`src/rtl/ramen_pkg.sv`:
```
// ramen_pkg: shared encodings and recipe table for the ramen order engine
package ramen_pkg;
  typedef enum logic [1:0] {RAMEN_0, RAMEN_1, RAMEN_2, RAMEN_3} ramen_t;
  typedef enum logic [2:0] {ING_NOODLE, ING_BROTH, ING_TONKOTSU, ING_SOY, ING_MISO} ing_t;
  typedef enum logic [2:0] {IDLE, OPEN, GET_PORT, JUDGE, RESP, TOTAL} state_t;
  typedef logic [4:0][9:0] need_t;
  function automatic need_t mk(int n, int b, int t, int s, int m);
    return {10'(m), 10'(s), 10'(t), 10'(b), 10'(n)};
  endfunction
  localparam need_t RECIPES [8] = '{
    mk(100, 300, 150, 0, 0), mk(100, 300, 100, 30, 0), mk(100, 400, 0, 0, 30), mk(100, 300, 70, 15, 15),
    mk(150, 500, 200, 0, 0), mk(150, 500, 150, 50, 0), mk(150, 650, 0, 0, 50), mk(150, 500, 100, 25, 25)
  };
endpackage

```
`src/rtl/ramen_recipe_check.sv`:
```
// ramen_recipe_check: recipe lookup and inventory sufficiency test for one order
module ramen_recipe_check import ramen_pkg::*; #(
  parameter int ING_W = 16
) (
  input  logic [1:0]            ramen_type,
  input  logic                  portion,
  input  logic [4:0][ING_W-1:0] inv,
  output logic                  ok,
  output logic [4:0][ING_W-1:0] ded
);
  logic [4:0] enough;
  for (genvar i = 0; i < 5; i++) begin : g_ing
    assign ded[i] = ING_W'(RECIPES[{portion, ramen_type}][i]);
    assign enough[i] = inv[i] >= ded[i];
  end
  assign ok = &enough;
endmodule

```
`src/rtl/ramen_shop_multi.sv`:
```
// ramen_shop_multi: session-based two-beat ramen order engine with restocking and summary
module ramen_shop_multi import ramen_pkg::*; #(
  parameter int CNT_W = 7,
  parameter int ING_W = 16,
  parameter int GAIN_W = 17,
  parameter int PRICE_0 = 200,
  parameter int PRICE_1 = 250,
  parameter int PRICE_2 = 200,
  parameter int PRICE_3 = 250,
  parameter int INIT_NOODLE = 12000,
  parameter int INIT_BROTH = 41000,
  parameter int INIT_TONKOTSU = 9000,
  parameter int INIT_SOY = 1500,
  parameter int INIT_MISO = 1000
) (
  input  logic                 clk,
  input  logic                 rst,
  input  logic                 selling,
  input  logic                 in_valid,
  input  logic [1:0]           ramen_type,
  input  logic                 portion,
  input  logic                 restock_valid,
  input  logic [2:0]           restock_id,
  input  logic [ING_W-1:0]     restock_amt,
  output logic                 restock_ack,
  output logic                 out_valid_order,
  output logic                 success,
  output logic                 out_valid_tot,
  output logic [4*CNT_W-1:0]   sold_num,
  output logic [CNT_W-1:0]     fail_num,
  output logic [GAIN_W-1:0]    total_gain
);
  localparam int PRICES [4] = '{PRICE_0, PRICE_1, PRICE_2, PRICE_3};
  state_t state, state_n;
  logic [1:0] typ;
  logic por, succ, ok, rs_ok;
  logic [4:0][ING_W-1:0] inv, ded;
  logic [3:0][CNT_W-1:0] cnt;
  logic [CNT_W-1:0] fails;
  logic [ING_W:0] rs_sum;
  logic [GAIN_W-1:0] gain;
  ramen_recipe_check #(.ING_W(ING_W)) u_check (
    .ramen_type(typ), .portion(por), .inv(inv), .ok(ok), .ded(ded)
  );
  always_comb begin
    state_n = IDLE;
    case (state)
      IDLE:     state_n = selling ? OPEN : IDLE;
      OPEN:     state_n = in_valid ? GET_PORT : !selling ? TOTAL : OPEN;
      GET_PORT: state_n = selling ? JUDGE : TOTAL;
      JUDGE:    state_n = selling ? RESP : TOTAL;
      RESP:     state_n = OPEN;
      default:  state_n = IDLE;
    endcase
  end
  always_comb begin
    gain = '0;
    for (int i = 0; i < 4; i++) gain += GAIN_W'(cnt[i]) * GAIN_W'(PRICES[i]);
  end
  assign rs_ok = state == OPEN && selling && restock_valid && !in_valid && restock_id <= ING_MISO;
  assign rs_sum = {1'b0, inv[restock_id]} + {1'b0, restock_amt};
  assign out_valid_order = state == RESP;
  assign success = out_valid_order && succ;
  assign out_valid_tot = state == TOTAL;
  assign sold_num = out_valid_tot ? {cnt[0], cnt[1], cnt[2], cnt[3]} : '0;
  assign fail_num = out_valid_tot ? fails : '0;
  assign total_gain = out_valid_tot ? gain : '0;
  always_ff @(posedge clk) begin
    if (rst) begin
      state <= IDLE;
      typ <= '0;
      por <= 1'b0;
      succ <= 1'b0;
      restock_ack <= 1'b0;
      inv <= '0;
      cnt <= '0;
      fails <= '0;
    end else begin
      state <= state_n;
      restock_ack <= rs_ok;
      if (state == IDLE && selling) begin
        inv <= {ING_W'(INIT_MISO), ING_W'(INIT_SOY), ING_W'(INIT_TONKOTSU), ING_W'(INIT_BROTH), ING_W'(INIT_NOODLE)};
        cnt <= '0;
        fails <= '0;
      end
      if (rs_ok) inv[restock_id] <= rs_sum[ING_W] ? '1 : rs_sum[ING_W-1:0];
      if (state == OPEN && in_valid) typ <= ramen_type;
      if (state == GET_PORT) por <= portion;
      if (state == JUDGE && selling) begin
        succ <= ok;
        if (ok) begin
          for (int i = 0; i < 5; i++) inv[i] <= inv[i] - ded[i];
          cnt[typ] <= cnt[typ] + CNT_W'(cnt[typ] != '1);
        end else fails <= fails + CNT_W'(fails != '1);
      end
    end
  end
endmodule

```
`config.mk`:
```
export PLATFORM = sky130hd
export DESIGN_NAME = ramen_shop_multi
export DESIGN_NICKNAME = d
export VERILOG_FILES = /design/src/rtl/ramen_pkg.sv /design/src/rtl/ramen_recipe_check.sv /design/src/rtl/ramen_shop_multi.sv
export SDC_FILE = /design/constraint.sdc
export NUM_CORES = 1
export LEC_CHECK = 0
export ABC_AREA = 1
export BUFFER_PORTS_ARGS = -buffer_cell sky130_fd_sc_hd__buf_2
export CAP_MARGIN = 10
export CORE_ASPECT_RATIO = 1.4
export CORE_MARGIN = 5
export CORE_UTILIZATION = 30
export DETAILED_ROUTE_END_ITERATION = 8
export GPL_TIMING_DRIVEN = 0
export SKIP_CTS_REPAIR_TIMING = 1
export SLEW_MARGIN = 10
export SYNTH_ARGS = -nofsm -noshare
export SYNTH_HDL_FRONTEND = slang
export SYNTH_SLANG_ARGS = --single-unit
export TNS_END_PERCENT = 100
```
`constraint.sdc`:
```
create_clock -name clk -period 8.1 [get_ports clk]
set_input_delay 0.81 -clock clk [delete_from_list [all_inputs] [get_ports clk]]
set_output_delay 0.81 -clock clk [all_outputs]
set_load 0.01 [all_outputs]
```
**Word-level counts from Yosys, hierarchy flattened**

Memories as Yosys holds them, arrays and structs flattened.
Index checks and enable logic that the tools add are counted.

- Bits in registers: 123
- Latch bits: 0
- Bits in writable memories: 0
- ROM bits: 400
- Word-level logic and storage cells: 97
- Memories: 1

- Add/subtract/negate cells: 11
- $mul: 4
- Divide/modulo/power cells: 0
- Order comparisons: 11
- Equality and inequality tests: 7
- Shift-type cells: 0
- Mux-type cells: 34
- Bitwise logic cells: 1
- Reductions and logical operators: 13

Memories:

| memory | depth | bits a word | read ports | clocked after memory_dff | wr ports | line | source |
|---|---|---|---|---|---|---|---|
| (name not given) | 8 | 50 | 1 | 0 | 0 | ramen_recipe_check.sv:13 | `assign ded[i] = ING_W'(RECIPES[{portion, ramen_type}][i]);` |

Operator list:

| cell | number |
|---|---|
| 80-bit two-way mux | 5 |
| 28-bit two-way mux | 5 |
| 50-bit two-way mux | 2 |
| 80-bit bitwise mux | 1 |
| 16-bit by 10-bit >= comparator with 1-bit output | 5 |
| 16-bit by 10-bit subtractor with 16-bit output | 5 |
| 16-bit binary-select mux with 3-bit select | 1 |
| 16-bit demux with 3-bit select | 1 |
| 16-bit two-way mux | 3 |
| 7-bit two-way mux | 6 |
| 28-bit bitwise mux | 1 |
| 7-bit by 7-bit multiplier with 14-bit output, second input constant | 2 |
| 7-bit by 5-bit multiplier with 12-bit output, second input constant | 2 |
| 16-bit by 15-bit adder with 17-bit output | 1 |
| 16-bit by 16-bit adder with 17-bit output | 1 |
| 17-bit by 15-bit adder with 17-bit output | 1 |
| 17-bit two-way mux | 1 |
| 15-bit by 15-bit adder with 16-bit output | 1 |
| 3-bit case mux with 5 select lines | 1 |
| 7-bit by 1-bit adder with 7-bit output | 2 |
| 7-bit binary-select mux with 2-bit select | 1 |
| 7-bit demux with 2-bit select | 1 |
| 7-bit inequality test, second input constant | 2 |
| 1-bit logical AND | 10 |
| 15 further kinds | 20 |

**Logic depth before layout (Yosys ltp)**

- Depth in word-level cells: 8
- Mapped depth: 30
- Mapped depth without buffers: 30

**Modules after synthesis**

From an unflattened synthesis, not the netlist that was laid out.

- Cell total of the unflattened synthesis: 2,796
- Area, all modules: 18,183.7 µm²

By module, submodules not included:

| module | times used | cells an instance | area an instance (µm²) | sequential area each (µm²) |
|---|---|---|---|---|
| ramen_shop_multi | 1 | 2,516 | 16,492.1 | 2,462.4 |
| ramen_recipe_check | 1 | 280 | 1,691.6 | 0.0 |

**Least setup slack after synthesis**

No wires, ideal clock.

- Kind: flip-flop to output port
- From: register cnt[9] (netlist bit)
- To: output total_gain[15]
- Arrival time: 5.907 ns
- Data required time: 7.290 ns
- Path slack: 1.383 ns
- Stages on the path, launching flop included: 25
- Path buffers: 0
- Path through: dfxtp_1 > fa_1 > fa_1 > inv_1 > fa_1 > fa_1 > inv_1 > ha_1 > inv_1 > nor3_1 > a21oi_1 > o21ai_0 > xnor2_1 > inv_1 > fa_1 > inv_1 > fa_1 > inv_1 > ha_1 > nand2_1 > nor3_1 > nand2_1 > o2111ai_1 > o21ai_0 > a21oi_1

- Cells in the longest elaborated chain, start to end: 5

Ends and longest elaborated chain:

| element | line | source |
|---|---|---|
| start, declared | ramen_shop_multi.sv:38 | `logic [3:0][CNT_W-1:0] cnt;` |
| start signal, assigned by index | ramen_shop_multi.sv:93 | `cnt[typ] <= cnt[typ] + CNT_W'(cnt[typ] != '1);` |
| 7-bit by 7-bit multiplier with 14-bit output | ramen_shop_multi.sv:58 | `for (int i = 0; i < 4; i++) gain += GAIN_W'(cnt[i]) * GAIN_W'(PRICES[i]);` |
| 15-bit by 15-bit adder with 16-bit output | ramen_shop_multi.sv:58 |  |
| 16-bit by 15-bit adder with 17-bit output | ramen_shop_multi.sv:58 |  |
| 17-bit by 15-bit adder with 17-bit output | ramen_shop_multi.sv:58 |  |
| 17-bit two-way mux | ramen_shop_multi.sv:67 | `assign total_gain = out_valid_tot ? gain : '0;` |
| end, declared | ramen_shop_multi.sv:31 | `output logic [GAIN_W-1:0] total_gain` |

No other way between the ends.

**Worst setup path after layout**

- From: register cnt[7] (netlist bit)
- To: output total_gain[16]

Same word-level chain as after synthesis.

==> metrics.md <==
| Metric | Value |
|---|---|
| Outcome | `finished, final reports clean` |
| Hold Path Sink | `succ$_SDFFE_PP0P_` |
| CP bufs+invs | `6` |
| Worst-path clk slew | `0.06 ns` |
| Worst r2r src | `typ[0]$_SDFFE_PP0P_` |
| Final min period | `7.665 ns` |
| Clk Latency, worst-skew pair | `0.44 ns` |
| Hold depth | `2` |
| Worst path max stage delay | `0.58 ns` |
| CTS tree | `built` |
| RD Place Congestion | `1.020` |
| Ys Warns | `0` |
| Leakage power | `9.178 nW` |
| Dpl ws | `0.7086 ns` |
| Cell mode on critical path | `fa_1` |
| Worst setup margin | `0.4348 ns` |
| Area share of the largest cell type after synthesis | `0.1578` |
| Final period util | `0.9463` |
| Setup TNS | `0 ns` |
| Syn Inst Count | `2374` |
| Post-DRT Antenna Nets | `0` |
| Actual slew at the worst max-slew pin | `0.9429 ns` |
| Met3 usage | `0.02524` |
| Max-slew headroom | `0.3714` |
| DIE WIDTH | `202.8 um` |
| First-pass GRT wire length | `84.71 mm` |
| Layout area overhead | `11.97%` |
| Post-synth ARST share | `0` |
| Yosys top cell by area | `dfxtp_1` |
| # DRC | `0` |
| GRT Resource Usage Total | `0.1892` |
| Syn_nets | `2667` |
| Overflow after GRT | `0` |
| Hpwl dp | `44.83 mm` |
| GR Layer Usage met2 | `0.3433` |
| Reg2Reg Setup Slack | `3.64 ns` |
| Skew final | `0.009543 ns` |
| Max Slew Vio Count | `0` |
| Max Cap Viol | `0` |
| Peak VDD IR | `164.7 uV` |
| Io pins | `83` |
| IO Port Bufs | `81` |
| Sequential cell area fraction in the yosys report | `0.1578` |
| Initial drt markers | `1289` |
| Setup crit start kind | `flip-flop` |
| # nets final | `2767` |
| Number of H-tree levels | `4` |
| Die area | `56740 sq um` |
| FMAX | `130.5 MHz` |
| Site Rows | `99` |
| Critical Path AT | `6.86 ns` |
| Area contributors post-synth | `dfxtp_1 16%, ha_1 16%, nand2_1 12%` |
| DR vias | `15770` |
| Clock tree buffer depth | `2` |
| Chip height | `279.9 um` |
| WL per Instance | `17.44 um` |
| CP Class | `flip-flop to primary output` |
| Root buf cell | `clkbuf_16` |
| DRT Pass-1 Iters | `6` |
| Via-per-instance ratio | `5.015` |
| Antenna violations before repair | `1` |
| Setup crit end kind | `primary output` |
| FF-to-FF path depth | `20` |
| Most used routing layer | `met2` |
| Met1 Usage GRT | `0.2151` |
| Worst min-delay path category | `flip-flop to flip-flop` |
| Crit-path slowest cell | `fa_1` |
| Worst reg2reg endpoint | `inv[53]$_SDFF_PP0_` |
| Initial Util | `0.3014` |
| Core Box Area | `51780 sq um` |
| Largest net degree at the start of global routing | `17` |
| CP delay by family, top | `adder cells` |
| Synth unique cells | `50` |
| Post-synth EDFFs | `0` |
| Total wire length | `54.85 mm` |
| Total Power | `0.002087 W` |
| PwrDens | `119.4 nW/um^2` |
| Endpoints failing hold | `0` |
| Hold Startpoint | `succ$_SDFFE_PP0P_` |
| Vias in the first global route | `15380` |
| Main flop type after synthesis | `dfxtp_1` |
| Final setup viols | `0` |
| CTS buffer count | `17` |
| Synth Cell Area | `15600 sq um` |
| Share of layout cells above drive strength 1 | `0.08042` |
| Max Fanout on Critical Path | `8` |
| Avg Cell Area, Syn | `6.573 sq um` |
| CTS Sinks | `123` |
| Required @ worst endpoint | `7.29 ns` |
| Yosys reg bits | `123` |
| RSZ-0062 raised after global routing | `no` |
## layer usage
| metal | wire, um | vias to the layer above | share of wire |
|---|---|---|---|
| met5 | 0 | - | 0 |
| met4 | 3313 | 0 | 0.060 |
| met3 | 3442 | 180 | 0.063 |
| met2 | 27200 | 621 | 0.50 |
| met1 | 20890 | 7162 | 0.38 |
| li1 | - | 7804 | - |
## per-stage QoR
step	cells	area [sq um]	hold slack, ns	utilization
finish	3144	17470	0.4567	0.3375
global route	3143	17470	0.4942	0.3374
global placement	3111	16830	0.4410	0.3251
detailed placement	3111	16830	0.4513	0.3251
CTS	3143	17470	0.4591	0.3373
floorplan	2374	15610	0.4302	-
## cell families (layout without fill, tap and decap cells)
kind of cell	Yosys count	count (layout)	share of synthesized area
adder cells (fa/ha/maj)	266	266	0.2470
buffers and inverters	500	613	0.1245
flip-flops	123	123	0.1578
AO/OA/AOI/OAI	373	373	0.1404
XOR/XNOR	112	112	0.06286
other	1	2	0.0002403
AND/OR/NAND/NOR	999	999	0.2672
## how the worst max path moves through the flow
stage,start,endpoint,depth (start not counted)
after floorplan,cnt[9]$_SDFF_PP0_,total_gain[15],24
after global placement,cnt[7]$_SDFF_PP0_,total_gain[15],25
after detailed placement,cnt[7]$_SDFF_PP0_,total_gain[15],25
after CTS,cnt[7]$_SDFF_PP0_,total_gain[15],25
after global routing,cnt[8]$_SDFF_PP0_,total_gain[16],27
final,cnt[7]$_SDFF_PP0_,total_gain[16],27
## cell usage after synthesis (all sizes together), types with 32 or more instances
master,count
inv,434
o21ai,113
nand4,41
dfxtp,123
nand2,530
nor2,270
nand3,123
ha,196
xor2,83
a21oi,151
clkbuf,32
fa,70
## state kept, by name (all words and copies together), names as in the netlist
register / count
state: 3
typ: 2
fails: 7
restock_ack: 1
succ: 1
cnt: 28
por: 1
inv: 80
## cells in the final DEF (no fill, tap or decap), types with 30 or more instances in the layout
cell,instances
dfxtp_1,119
fa_1,70
nand3_1,120
nor2_1,262
buf_2,101
o21bai_1,30
ha_1,196
o21ai_0,112
nand2_1,519
xor2_1,83
nand4_1,41
inv_1,417
a21oi_1,140
clkbuf_1,32
## final cells by class
type                    instances  area (sq um)
fillers                      5781         34300
multi-input cells            1751         11200
flip-flops and latches        123          2467
inverters                     439          1648
well taps                     656         820.8
clock buffers                  18         439.2
repair buffers                 81         405.4
plain buffers                  61         295.3
clock inverters                14         195.2
diodes                          1         2.502
## where the power goes
part	internal, W	switching [W]
Combinational	0.000182	0.000414
Clock	0.000524	0.000317
Sequential	0.000627	0.0000240
## worst reg2reg max path: stages, from the launching register on
cell	delay [ns]
dfxtp_1	0.33
buf_2	0.18
inv_1	0.16
buf_1	0.47
ha_1	0.34
inv_1	0.12
ha_1	0.22
nor2_1	0.26
ha_1	0.36
nand2_1	0.09
nand2_1	0.06
nand2_1	0.06
nand2_1	0.06
nand2_1	0.06
nand3_1	0.11
nor2_2	0.36
nor2_8	0.09
nand3_4	0.14
clkbuf_1	0.58
o21ai_0	0.16
nor2_1	0.17
No activity file was read; power rests on OpenSTA's default activity.
